==> src/rtl/fetch_unit.sv <==
// Instruction fetch stage: issues sequential word-aligned memory reads, pairs
// returned words with their PCs, and flushes stale responses after a redirect.
module fetch_unit #(
    parameter int                 Width          = 32,
    parameter logic [Width-1:0]   BootAddr       = '0,
    parameter int                 MaxOutstanding = 4
) (
    input  logic             clk_i,
    input  logic             rst_ni,
    input  logic             redirect_valid_i,
    input  logic [Width-1:0] redirect_pc_i,
    output logic             mem_req_valid_o,
    output logic [Width-1:0] mem_req_addr_o,
    input  logic             mem_req_ready_i,
    input  logic             mem_rsp_valid_i,
    input  logic [Width-1:0] mem_rsp_data_i,
    output logic             mem_rsp_ready_o,
    output logic             instr_valid_o,
    output logic [Width-1:0] instr_data_o,
    output logic [Width-1:0] instr_pc_o,
    input  logic             instr_ready_i
);

    localparam int            CntW   = $clog2(MaxOutstanding + 1);
    localparam logic [CntW-1:0] MaxOut = CntW'(MaxOutstanding);

    logic [Width-1:0] req_pc_q;
    logic [Width-1:0] rsp_pc_q;
    logic [CntW-1:0]  outstanding_q;
    logic [CntW-1:0]  discard_q;

    logic             discarding;
    logic             req_fire;
    logic             rsp_fire;
    logic [Width-1:0] redirect_target;

    // A redirect cycle behaves like discard mode so a response landing on it is dropped.
    assign discarding      = (discard_q != '0) || redirect_valid_i;
    assign redirect_target = redirect_pc_i & ~Width'(3);

    assign mem_req_valid_o = rst_ni && !redirect_valid_i && (outstanding_q < MaxOut);
    assign mem_req_addr_o  = rst_ni ? req_pc_q : BootAddr;
    assign mem_rsp_ready_o = rst_ni && (discarding || instr_ready_i);
    assign instr_valid_o   = rst_ni && !discarding && mem_rsp_valid_i;
    assign instr_data_o    = rst_ni ? mem_rsp_data_i : '0;
    assign instr_pc_o      = rst_ni ? rsp_pc_q : BootAddr;

    assign req_fire = mem_req_valid_o && mem_req_ready_i;
    assign rsp_fire = mem_rsp_valid_i && mem_rsp_ready_o;

    always_ff @(posedge clk_i) begin
        if (!rst_ni) begin
            req_pc_q      <= BootAddr;
            rsp_pc_q      <= BootAddr;
            outstanding_q <= '0;
            discard_q     <= '0;
        end else if (redirect_valid_i) begin
            // Everything still in flight belongs to the old path.
            req_pc_q      <= redirect_target;
            rsp_pc_q      <= redirect_target;
            outstanding_q <= outstanding_q - CntW'(rsp_fire);
            discard_q     <= outstanding_q - CntW'(rsp_fire);
        end else begin
            if (req_fire) begin
                req_pc_q <= req_pc_q + Width'(4);
            end
            if (rsp_fire) begin
                if (discard_q != '0) begin
                    discard_q <= discard_q - CntW'(1);
                end else begin
                    rsp_pc_q <= rsp_pc_q + Width'(4);
                end
            end
            outstanding_q <= outstanding_q + CntW'(req_fire) - CntW'(rsp_fire);
        end
    end

    assert property (@(posedge clk_i) disable iff (!rst_ni)
                     !(mem_rsp_valid_i && (outstanding_q == '0)));

endmodule
==> config.mk <==
export PLATFORM = sky130hd
export DESIGN_NAME = fetch_unit
export DESIGN_NICKNAME = d
export VERILOG_FILES = /design/src/rtl/fetch_unit.sv
export SDC_FILE = /design/constraint.sdc
export NUM_CORES = 1
export LEC_CHECK = 0
export ABC_CLOCK_PERIOD_IN_PS = 4150
export CORE_MARGIN = 2
export CORE_UTILIZATION = 50
export CTS_BUF_LIST = sky130_fd_sc_hd__clkbuf_8
export CTS_CLUSTER_SIZE = 40
export DETAILED_ROUTE_END_ITERATION = 10
export PLACE_DENSITY = 0.86
export SYNTH_ARGS = -nofsm -noshare
export SYNTH_HDL_FRONTEND = slang
export SYNTH_SLANG_ARGS = --single-unit
==> constraint.sdc <==
create_clock -name clk_i -period 4.15 [get_ports clk_i]
set_input_delay 0.83 -clock clk_i [delete_from_list [all_inputs] [get_ports clk_i]]
set_output_delay 0.83 -clock clk_i [all_outputs]
set_load 0.02 [all_outputs]
After elaboration in Yosys (flattened, before gate mapping)
Cells that the tools add are included.
Storage, ports and cells
  flip-flop bits (word level): 70
  logic and storage cells: 47
  input port bits: 70
  output and inout port bits: 99
Cells by class
  bitwise gates (word level): 2
  order comparisons: 1
  reduce and logical (&&, ||, !) cells: 19
  muxes and demuxes: 12
  add/sub/neg operators: 6
  eq/ne operators: 1
Operators with widths (number)
  two-way mux 32 bit: 8
  adder 32 x 3 -> 32 bit (second input constant): 2
  two-way mux 3 bit: 4
  logical AND 1 bit: 7
  AND reduction 2 bit: 3
  nonzero test 2 bit: 3
  subtractor 3 x 1 -> 3 bit: 2
  adder 3 x 1 -> 3 bit: 1
  < comparator 3 bit (second input constant): 1
  nonzero test 3 bit: 1
  subtractor 3 x 1 -> 3 bit (second input constant): 1
  zero test 1 bit: 2
  logical OR 1 bit: 2
  != test 2 bit (second input constant): 1
  NOT 1 bit: 2
  OR reduction 2 bit: 1

Depth between registers and ports, before layout
Gate-level depths: netlist of run 1.
  depth in word-level cells: 7
  depth in mapped cells: 11
  gate-level depth less buffers: 11

Worst setup path before layout of run 1
OpenSTA, ideal clock, no wires.
  path kind: input to register
  start point: input rst_ni
  end point: register outstanding_q[2]
  buffers on the path: 3
  stages: 11
  setup time: 128 ps
  required time: 4022 ps
  path slack: 1376 ps
  arrival time: 2646 ps
  path through: buf_2 nand4bb_2 buf_6 clkbuf_1 xnor2_1 ha_1 fa_1 xor2_1 o21ai_0 xnor2_1 nor2_1
On the way
  cells in the longest elaborated chain, start to end: 6
  elaborated cells on any way between the ends: 9
  classes of those cells: add/sub (3); mux (1); reduce/logical (5)
RTL lines
  from (decl): RTL line 9  | input logic rst_ni,
  logical AND 1 bit (2 in a row): RTL line 41  | assign mem_req_valid_o = rst_ni && !redirect_valid_i && (outstanding_q < MaxOut);
  logical AND 1 bit: RTL line 48  | assign req_fire = mem_req_valid_o && mem_req_ready_i;
  adder 3 x 1 -> 3 bit: RTL line 74  | outstanding_q <= outstanding_q + CntW'(req_fire) - CntW'(rsp_fire);
  subtractor 3 x 1 -> 3 bit: RTL line 74
  two-way mux 3 bit: RTL line 57  | end else if (redirect_valid_i) begin
  to (signal assigned): RTL line 61  | outstanding_q <= outstanding_q - CntW'(rsp_fire);
  to (signal assigned): RTL line 74
  to (decl): RTL line 29  | logic [CntW-1:0] outstanding_q;
Parallel ways exist; a longest one is shown, timed or not.
A chain may end at the register's enable or synchronous reset.

Worst setup path in the final report of run 1
  start point: input rst_ni
  end point: output mem_rsp_ready_o
On the way
  cells in the longest elaborated chain, start to end: 1
RTL lines
  logical AND 1 bit: RTL line 43  | assign mem_rsp_ready_o = rst_ni && (discarding || instr_ready_i);
  to (decl): RTL line 17  | output logic mem_rsp_ready_o,
No other way between the ends.

==> flow_metrics.env, run 1 <==
export IMPL_power_density_nw_per_um2=277
export IMPL_numCtsBuffers=9
export IMPL_drive_above_1_share=0.0559
export IMPL_track_usage=0.291
export IMPL_p_switching_mw=0.549
export IMPL_relSlewSlack=0.230
export IMPL_min_period_over_period=0.791
export IMPL_worst_ir_drop_vdd_v=0.000177
export IMPL_row_count=34
export IMPL_grt_pass1_wl_um=23300
export IMPL_area_growth_pct=38.5
export IMPL_antenna_found_initial=0
export IMPL_hold_depth=2
export IMPL_setup_worst_path_start="rst_ni"
export IMPL_viasPerCell=5.93
export IMPL_critPathKind="in -> out"
export IMPL_setup_tns_ps=0
export IMPL_clkTransAtPathRegs_ps=70
export IMPL_clk_path_buf_depth=2
export IMPL_min_from="rsp_pc_q[31]"
export IMPL_drt_wl_total_um=14300
export IMPL_hold_buffers=0
export IMPL_fin_cells=842
export IMPL_clkPwrFrac=0.319
export IMPL_hold_viol=0
export IMPL_nets=806
export IMPL_skew_ps=7.16
export IMPL_async_flop_share=0
export IMPL_tightest_slew_ps=1140
export IMPL_critPathLaunchType="input port"
export IMPL_synthFlopType="dfxtp_1"
export IMPL_fill_cells=686
export IMPL_regArea_um2=1320
export IMPL_sequentialPowerShare=0.421
export IMPL_whs_endpoint="rsp_pc_q[31]"
export IMPL_yosysSeqAreaShare=0.289
export IMPL_finalSetupViolCount=0
export IMPL_post_cts_resized=0
export IMPL_cts_max_level=3
export IMPL_overflow=0
export IMPL_root_buffer="clkbuf_8"
export IMPL_diodes=0
export IMPL_p_leak_nw=2.25
export IMPL_worstReg2RegStart="discard_q[0]"
export IMPL_dp_cells=826
export IMPL_syn_cell_area_um2=4580
export IMPL_drc_errors=0
export IMPL_via_count=4991
export IMPL_arrival_ps=2450
export IMPL_min_path_type="reg -> reg"
export IMPL_rsz0062_at_grt="no"
export IMPL_core_um2=8810
export IMPL_synth_distinct_cells=64
export IMPL_layout_min_cycle_time_ps=3280
export IMPL_dpl_hpwl_um=10500
export IMPL_placed_cell_area_um2=6140
export IMPL_detail_route_antenna_nets=0
export IMPL_cp_end_kind="primary output"
export IMPL_drtIter0Drc=443
export IMPL_synth_edf_count=0
export IMPL_io_buffer_count=162
export IMPL_grt_start_max_net_pins=62
export IMPL_cap_violations=0
export IMPL_r2r_end="outstanding_q[2]"
export IMPL_finish_instance_area_um2=6340
export IMPL_tritoncts="done"
export IMPL_status="completed"
export IMPL_die_area_um2=9930
export IMPL_multi_input_area_um2=2970
export IMPL_slew_viol_final=0
export IMPL_reg2reg_setup_slack_ps=1610
export IMPL_cts_setup_buffers=0
export IMPL_comb_power_share=0.260
export IMPL_first_pass_iters=5
export IMPL_final_core_util=0.720
export IMPL_die_y_um=99.7
export IMPL_ys_ff_latch=66
export IMPL_fmax_mhz=305
export IMPL_initial_core_util=0.520
export IMPL_die_w_um=99.7
export IMPL_ios=169
export IMPL_worst_path_max_fanout=39
export IMPL_worst_r2r_path_depth=11
export IMPL_routedWlPerCell_um=17.0
export IMPL_ys_warnings_count=0
export IMPL_grt_pass1_vias=4927
export IMPL_clock_sinks=66
export IMPL_p_sw_frac=0.312
export IMPL_clkLatencyLatePin_ps=350
export IMPL_internal_power_mw=1.21
export IMPL_gp_congestion=0.863
export IMPL_synth_cells=590
export IMPL_synth_area_per_cell_um2=7.76
export IMPL_cp_required_ps=3320
export IMPL_power_total_mw=1.76
==> layout make-up <==
| class | instances | area share |
|---|---|---|
| clock buffers | 11 | 0.0239 |
| clock inverters | 5 | 0.00731 |
| inverters | 9 | 0.00533 |
| multi-input cells | 474 | 0.469 |
| flip-flops and latches | 66 | 0.208 |
| well taps | 108 | 0.0213 |
| repair buffers | 169 | 0.265 |
==> metal layers <==
metal | global-route usage | wire length [um] | vias up
li1 | - | - | 2376
met1 | 0.371 | 5760 | 2309
met2 | 0.496 | 7030 | 286
met3 | 0.0443 | 1300 | 20
met4 | 0.111 | 229 | 0
met5 | 0 | 0 | -
==> state kept, by name, indices dropped and copies added (netlist names) <==
| signal | cells |
|---|---|
| req_pc_q | 30 |
| rsp_pc_q | 30 |
| discard_q | 3 |
| outstanding_q | 3 |
==> critical path, stage by stage <==
cell and delay, ps:
buf_2 420, inv_1 140, buf_4 250, a21oi_1 150, clkdlybuf4s50_1 660
==> worst max-delay path by stage <==
stage                       end  slack [ps]  cells after the start
6_report        mem_rsp_ready_o         870                      5
5_1_grt         mem_rsp_ready_o         750                      5
4_1_cts         mem_rsp_ready_o         880                      5
3_5_place_dp   outstanding_q[2]         750                     10
3_3_place_gp   outstanding_q[2]         830                     10
2_1_floorplan  outstanding_q[2]        1380                     11
==> cells by family after synthesis <==
group / share of synthesized area
flops: 0.289
simple gates: 0.353
mux: 0.00738
buf+inv: 0.0640
fa+ha+maj: 0.0208
compound gates: 0.189
xor+xnor: 0.0766
other cells: 0.000820
==> through the flow <==
stage,hold WS (ps),setup WS (ps)
finish,530,866
global route,559,749
CTS,526,879
detailed placement,509,751
global placement,501,830
floorplan,476,1380
==> power by group through the flow <==
stage               registers (mW)  logic, mW  clock network, mW
finish                       0.741      0.457              0.561
global route                 0.748      0.492              0.588
CTS                          0.738      0.454              0.560
detailed placement           0.752      0.451                  0
global placement             0.749      0.439                  0
floorplan                    0.736      0.264                  0
==> cell usage after synthesis, types with 6 or more instances <==
library cell,instances,share of area
o2bb2ai_1,6,0.011
nor4_1,8,0.011
o21a_1,7,0.011
and3_1,10,0.014
nor3_1,18,0.020
dfxtp_1,66,0.29
xor2_1,20,0.038
nand3_1,30,0.033
and2_1,92,0.13
ha_1,6,0.016
nand4_1,15,0.021
xnor2_1,20,0.038
clkbuf_1,25,0.021
o21ai_0,30,0.033
a22oi_1,11,0.018
nand2_1,48,0.039
inv_1,9,0.0074
nor2_1,34,0.028
a211oi_1,9,0.015
buf_4,6,0.0098
a21oi_1,44,0.048
==> cell usage in the layout, fill, tap and decap left out, drive strengths merged, types with 7 or more instances in the layout <==
cell type | netlist | routed
a21oi | 44 | 44
o21ai | 30 | 30
o21a | 7 | 7
dfxtp | 66 | 66
inv | 9 | 12
nor4 | 11 | 11
nand3 | 30 | 30
nand4 | 18 | 18
clkdlybuf4s50 | 0 | 160
xor2 | 20 | 20
nor2 | 34 | 34
buf | 15 | 9
and2 | 93 | 93
a211oi | 9 | 9
xnor2 | 20 | 20
a22oi | 11 | 11
clkbuf | 28 | 11
and3 | 10 | 10
nor3 | 18 | 18
nand2 | 48 | 48
No activity file was read; power rests on OpenSTA's default activity.
==> inputs of run 2 (changes only) <==
==> config.mk (replaced) <==
export PLATFORM = sky130hd
export DESIGN_NAME = fetch_unit
export DESIGN_NICKNAME = d
export VERILOG_FILES = /design/src/rtl/fetch_unit.sv
export SDC_FILE = /design/constraint.sdc
export NUM_CORES = 1
export LEC_CHECK = 0
export ABC_CLOCK_PERIOD_IN_PS = 2800
export CORE_MARGIN = 2
export CORE_UTILIZATION = 42
export CTS_BUF_LIST = sky130_fd_sc_hd__clkbuf_8
export CTS_CLUSTER_SIZE = 40
export DETAILED_ROUTE_END_ITERATION = 10
export PLACE_DENSITY = 0.76
export SYNTH_ARGS = -nofsm -noshare
export SYNTH_HDL_FRONTEND = slang
export SYNTH_SLANG_ARGS = --single-unit
==> constraint.sdc (replaced) <==
create_clock -name clk_i -period 2.8 [get_ports clk_i]
set_input_delay 0.56 -clock clk_i [delete_from_list [all_inputs] [get_ports clk_i]]
set_output_delay 0.56 -clock clk_i [all_outputs]
set_load 0.02 [all_outputs]
==> flow_metrics.env, run 2 (synthesized netlist as in run 1, its figures left out) <==
export IMPL_ios=169
export IMPL_wl_met1_um=6110
export IMPL_post_cts_resized=0
export IMPL_core_um2=10700
export IMPL_die_area_um2=11700
export IMPL_area_growth_pct=40.8
export IMPL_setup_tns_ps=0
export IMPL_fmax_mhz=369
export IMPL_met2_length_um=6930
export IMPL_cp_num_buf_inv=2
export IMPL_gp_congestion=0.905
export IMPL_tritoncts="done"
export IMPL_cts_setup_buffers=0
export IMPL_relSlewSlack=0.587
export IMPL_cp_end_kind="primary output"
export IMPL_root_buffer="clkbuf_8"
export IMPL_slew_viol_final=0
export IMPL_antenna_found_initial=0
export IMPL_track_usage=0.246
export IMPL_final_common_cell="clkdlybuf4s50_1"
export IMPL_detail_route_antenna_nets=0
export IMPL_cp_required_ps=2240
export IMPL_finish_instance_area_um2=6440
export IMPL_worst_ir_drop_vdd_v=0.000248
export IMPL_fill_cells=1003
export IMPL_cap_violations=0
export IMPL_cp_slowest_cell="clkdlybuf4s50_1"
export IMPL_crit_family="buffers and inverters"
export IMPL_min_path_type="reg -> reg"
export IMPL_p_switching_mw=0.833
export IMPL_comb_power_share=0.263
export IMPL_clkLatencyLatePin_ps=350
export IMPL_overflow=0
export IMPL_cts_max_level=3
export IMPL_status="completed"
export IMPL_maxUsedRoutingLayer="met4"
export IMPL_drive_above_1_share=0.0713
export IMPL_arrival_ps=2150
export IMPL_hold_viol=0
export IMPL_tightest_slew_ps=617
export IMPL_clkTransAtPathRegs_ps=80
export IMPL_mostFrequentLayoutCells="clkdlybuf4s50_1, and2_1, dfxtp_1"
export IMPL_critPathKind="reg -> out"
export IMPL_routedWlPerCell_um=16.6
export IMPL_drc_errors=0
export IMPL_row_count=38
export IMPL_hold_buffers=0
export IMPL_dpl_hpwl_um=10900
export IMPL_reg_largest_list="req_pc_q (30), rsp_pc_q (30)"
export IMPL_die_y_um=108
export IMPL_drtIter0Drc=393
export IMPL_sequentialPowerShare=0.425
export IMPL_nets=815
export IMPL_grt_pass1_wl_um=22900
export IMPL_numCtsBuffers=9
export IMPL_placed_cell_area_um2=6250
export IMPL_internal_power_mw=1.76
export IMPL_io_buffer_count=162
export IMPL_viasPerCell=5.68
export IMPL_power_total_mw=2.59
export IMPL_clk_path_buf_depth=2
export IMPL_grt_pass1_vias=4600
export IMPL_drt_wl_total_um=14600
export IMPL_min_period_over_period=0.967
export IMPL_diodes=0
export IMPL_die_w_um=108
export IMPL_layout_min_cycle_time_ps=2710
export IMPL_path_cells="inv_1, ha_1, nor2b_1, and3_1, clkdlybuf4s50_1"
export IMPL_rsz0062_at_grt="no"
export IMPL_p_leak_nw=2.28
export IMPL_via_count=5018
export IMPL_first_pass_iters=5
export IMPL_clkPwrFrac=0.312
export IMPL_finalSetupViolCount=0
export IMPL_worst_path_max_fanout=4
export IMPL_power_density_nw_per_um2=402
export IMPL_clock_sinks=66
export IMPL_initial_core_util=0.426
export IMPL_critPathLaunchType="flip-flop"
export IMPL_p_sw_frac=0.322
export IMPL_skew_ps=8.80
export IMPL_wl_met3_um=1200
export IMPL_slowest_delay_ps=600
export IMPL_grt_start_max_net_pins=62
==> run 2: changes by cell type in the layout (fill, tap and decap cells not counted), sizes merged <==
| cell | change |
|---|---|
| buf | +9 |
| clkbuf | -2 |
| clkinv | +4 |
| clkinvlp | +1 |
| inv | -3 |
==> run 2: metal layers <==
| layer | global-route usage | up-vias |
|---|---|---|
| met5 | 0 | - |
| met4 | 0.103 | 0 |
| met3 | 0.0392 | 26 |
| met2 | 0.403 | 248 |
| met1 | 0.321 | 2355 |
| li1 | - | 2389 |
==> run 2: cell type report <==
cell class                 instances  area [um2]  share of cell area
multi-input combinational        474        2970               0.462
timing repair buffer             178        1740               0.271
sequential                        66        1320               0.205
tap                              140         175              0.0272
clock buffer                       9         124              0.0192
clock inverter                     7        70.1              0.0109
inverter                           9        33.8             0.00524
==> run 2: power groups by stage <==
stage	Sequential (mW)	Combinational, mW	Clock (mW)
finish	1.10	0.682	0.809
global route	1.11	0.733	0.866
CTS	1.10	0.681	0.816
detailed placement	1.12	0.676	0
global placement	1.11	0.663	0
floorplan	1.09	0.391	0
==> run 2: per-stage QoR <==
stage,worst slack (ps),utilization,std cells,hold slack (ps)
detailed placement,61.1,0.581,867,506
finish,91.6,0.599,883,519
CTS,85.4,0.599,883,521
global placement,81.7,0.581,867,504
floorplan,296,-,593,476
global route,0.515,0.599,883,558
==> run 2: final timing paths <==
kind / from / end / slack [ps] / cells after the start
max: discard_q[0] / instr_valid_o / 90 / 5
min: rsp_pc_q[31] / rsp_pc_q[31] / 520 / 2
max reg2reg: discard_q[0] / outstanding_q[2] / 270 / 11
min reg2reg: rsp_pc_q[31] / rsp_pc_q[31] / 520 / 2
==> run 2: worst min-delay path, stage by stage, from the launching register on <==
cell and delay (ps):
dfxtp_1 320, o211ai_1 90, nand3_1 60
==> inputs of run 3 (changes only) <==
--- a/config.mk
+++ b/config.mk
@@ -11,7 +11,7 @@
 export CTS_BUF_LIST = sky130_fd_sc_hd__clkbuf_8
 export CTS_CLUSTER_SIZE = 40
 export DETAILED_ROUTE_END_ITERATION = 10
-export PLACE_DENSITY = 0.76
+export PLACE_DENSITY_LB_ADDON = 0.1
 export SYNTH_ARGS = -nofsm -noshare
 export SYNTH_HDL_FRONTEND = slang
 export SYNTH_SLANG_ARGS = --single-unit
==> flow_metrics.env, run 3 (synthesized netlist as in run 1, its figures left out) <==
export IMPL_hold_viol=0
export IMPL_row_count=38
export IMPL_track_usage=0.252
export IMPL_cts_max_level=3
export IMPL_arrival_ps=2140
export IMPL_reg2reg_setup_slack_ps=210
export IMPL_fin_ws_ps=96.4
export IMPL_drc_errors=0
export IMPL_detail_route_antenna_nets=0
export IMPL_tritoncts="done"
export IMPL_cp_end_kind="primary output"
export IMPL_layout_min_cycle_time_ps=2700
export IMPL_hold_buffers=0
export IMPL_cp_required_ps=2240
export IMPL_rsz0062_at_grt="no"
export IMPL_via_count=4866
export IMPL_critPathKind="in -> out"
export IMPL_r2r_end="outstanding_q[2]"
export IMPL_cts_setup_buffers=0
export IMPL_ios=169
export IMPL_finalSetupViolCount=0
export IMPL_initial_core_util=0.426
export IMPL_tightest_slew_ps=592
export IMPL_clk_path_buf_depth=2
export IMPL_clock_sinks=66
export IMPL_min_path_type="reg -> reg"
export IMPL_grt_pass1_vias=4737
export IMPL_skew_ps=9.26
export IMPL_first_pass_iters=5
export IMPL_worst_path_max_fanout=4
export IMPL_p_leak_nw=2.28
export IMPL_final_common_cell="clkdlybuf4s50_1"
export IMPL_crit_path_end="mem_rsp_ready_o"
export IMPL_mostFrequentLayoutCells="clkdlybuf4s50_1, and2_1, dfxtp_1"
export IMPL_fin_cells=882
export IMPL_grt_start_max_net_pins=64
export IMPL_numCtsBuffers=9
export IMPL_dpl_hpwl_um=10700
export IMPL_cap_violations=0
export IMPL_worst_r2r_path_depth=11
export IMPL_power_density_nw_per_um2=391
export IMPL_viasPerCell=5.52
export IMPL_gp_congestion=0.843
export IMPL_worstReg2RegStart="discard_q[0]"
export IMPL_io_buffer_count=162
export IMPL_routedWlPerCell_um=16.4
export IMPL_dp_cells=867
export IMPL_drive_above_1_share=0.0687
export IMPL_timing_hold_ws_ps=532
export IMPL_post_cts_resized=0
export IMPL_critPathLaunchType="input port"
export IMPL_die_w_um=108
export IMPL_area_growth_pct=40.5
export IMPL_core_um2=10700
export IMPL_root_buffer="clkbuf_8"
export IMPL_fill_cells=1011
export IMPL_setup_worst_path_start="instr_ready_i"
export IMPL_drt_wl_total_um=14400
export IMPL_clkLatencyLatePin_ps=350
export IMPL_min_period_over_period=0.966
export IMPL_nets=815
export IMPL_slew_viol_final=0
export IMPL_reg_largest_list="req_pc_q (30), rsp_pc_q (30)"
export IMPL_overflow=0
export IMPL_die_y_um=108
export IMPL_antenna_found_initial=0
export IMPL_clkTransAtPathRegs_ps=70
export IMPL_worst_ir_drop_vdd_v=0.000238
export IMPL_grt_pass1_wl_um=23500
export IMPL_relSlewSlack=0.604
export IMPL_dp_slack_ps=-88.9
export IMPL_status="completed"
export IMPL_drtIter0Drc=345
export IMPL_diodes=0
export IMPL_die_area_um2=11700
export IMPL_fmax_mhz=370
[run 3: cell types whose count changed in the layout (fill, tap and decap cells not counted), sizes merged]
cell      before  now
clkbuf         9   11
clkinv         5    3
bufinv         1    0
clkinvlp       1    0
inv            9   10
[run 3: stage by stage]
stage	util	total power, mW	area, um2	setup TNS (ps)
after floorplan	-	1.48	4590	0
after global placement	0.583	1.78	6260	0
after detailed placement	0.583	1.80	6260	-88.9
after CTS	0.598	2.52	6430	0
after global routing	0.598	2.64	6430	0
final	0.598	2.51	6430	0
[run 3: critical path, cell delays in order]
cell             delay (ps)
clkdlybuf4s50_1         570
nor2_1                   90
buf_4                   150
a21oi_1                 150
clkdlybuf4s50_1         620
[run 3: layer usage]
layer	routed length (um)	vias to the layer above	global-route usage
li1	-	2390	-
met1	6550	2242	0.341
met2	6530	209	0.389
met3	1030	25	0.0542
met4	310	0	0.103
met5	0	-	0
[run 3: how the worst min path moves through the flow]
| stage | to | start | slack [ps] | depth (start not counted) |
|---|---|---|---|---|
| after floorplan | rsp_pc_q[31] | rsp_pc_q[31] | 480 | 2 |
| after global placement | req_pc_q[3] | req_pc_q[3] | 500 | 2 |
| after detailed placement | req_pc_q[15] | req_pc_q[15] | 520 | 2 |
| after CTS | req_pc_q[15] | req_pc_q[15] | 530 | 2 |
| after global routing | req_pc_q[3] | req_pc_q[3] | 560 | 2 |
| final | rsp_pc_q[31] | rsp_pc_q[31] | 530 | 2 |
[run 3: area by class of cell]
class	instances	area, um2	area share
multi-input cells	474	2970	0.462
clock buffers	11	151	0.0235
flip-flops and latches	66	1320	0.205
repair buffers	178	1760	0.273
well taps	140	175	0.0272
inverters	9	33.8	0.00525
clock inverters	4	18.8	0.00292
[run 3: where the power goes]
part | leakage [nW] | internal [mW] | total, mW | switching, mW
registers | 0.546 | 1.01 | 1.10 | 0.0913
clock network | 0.0961 | 0.357 | 0.726 | 0.369
logic | 1.64 | 0.344 | 0.687 | 0.343
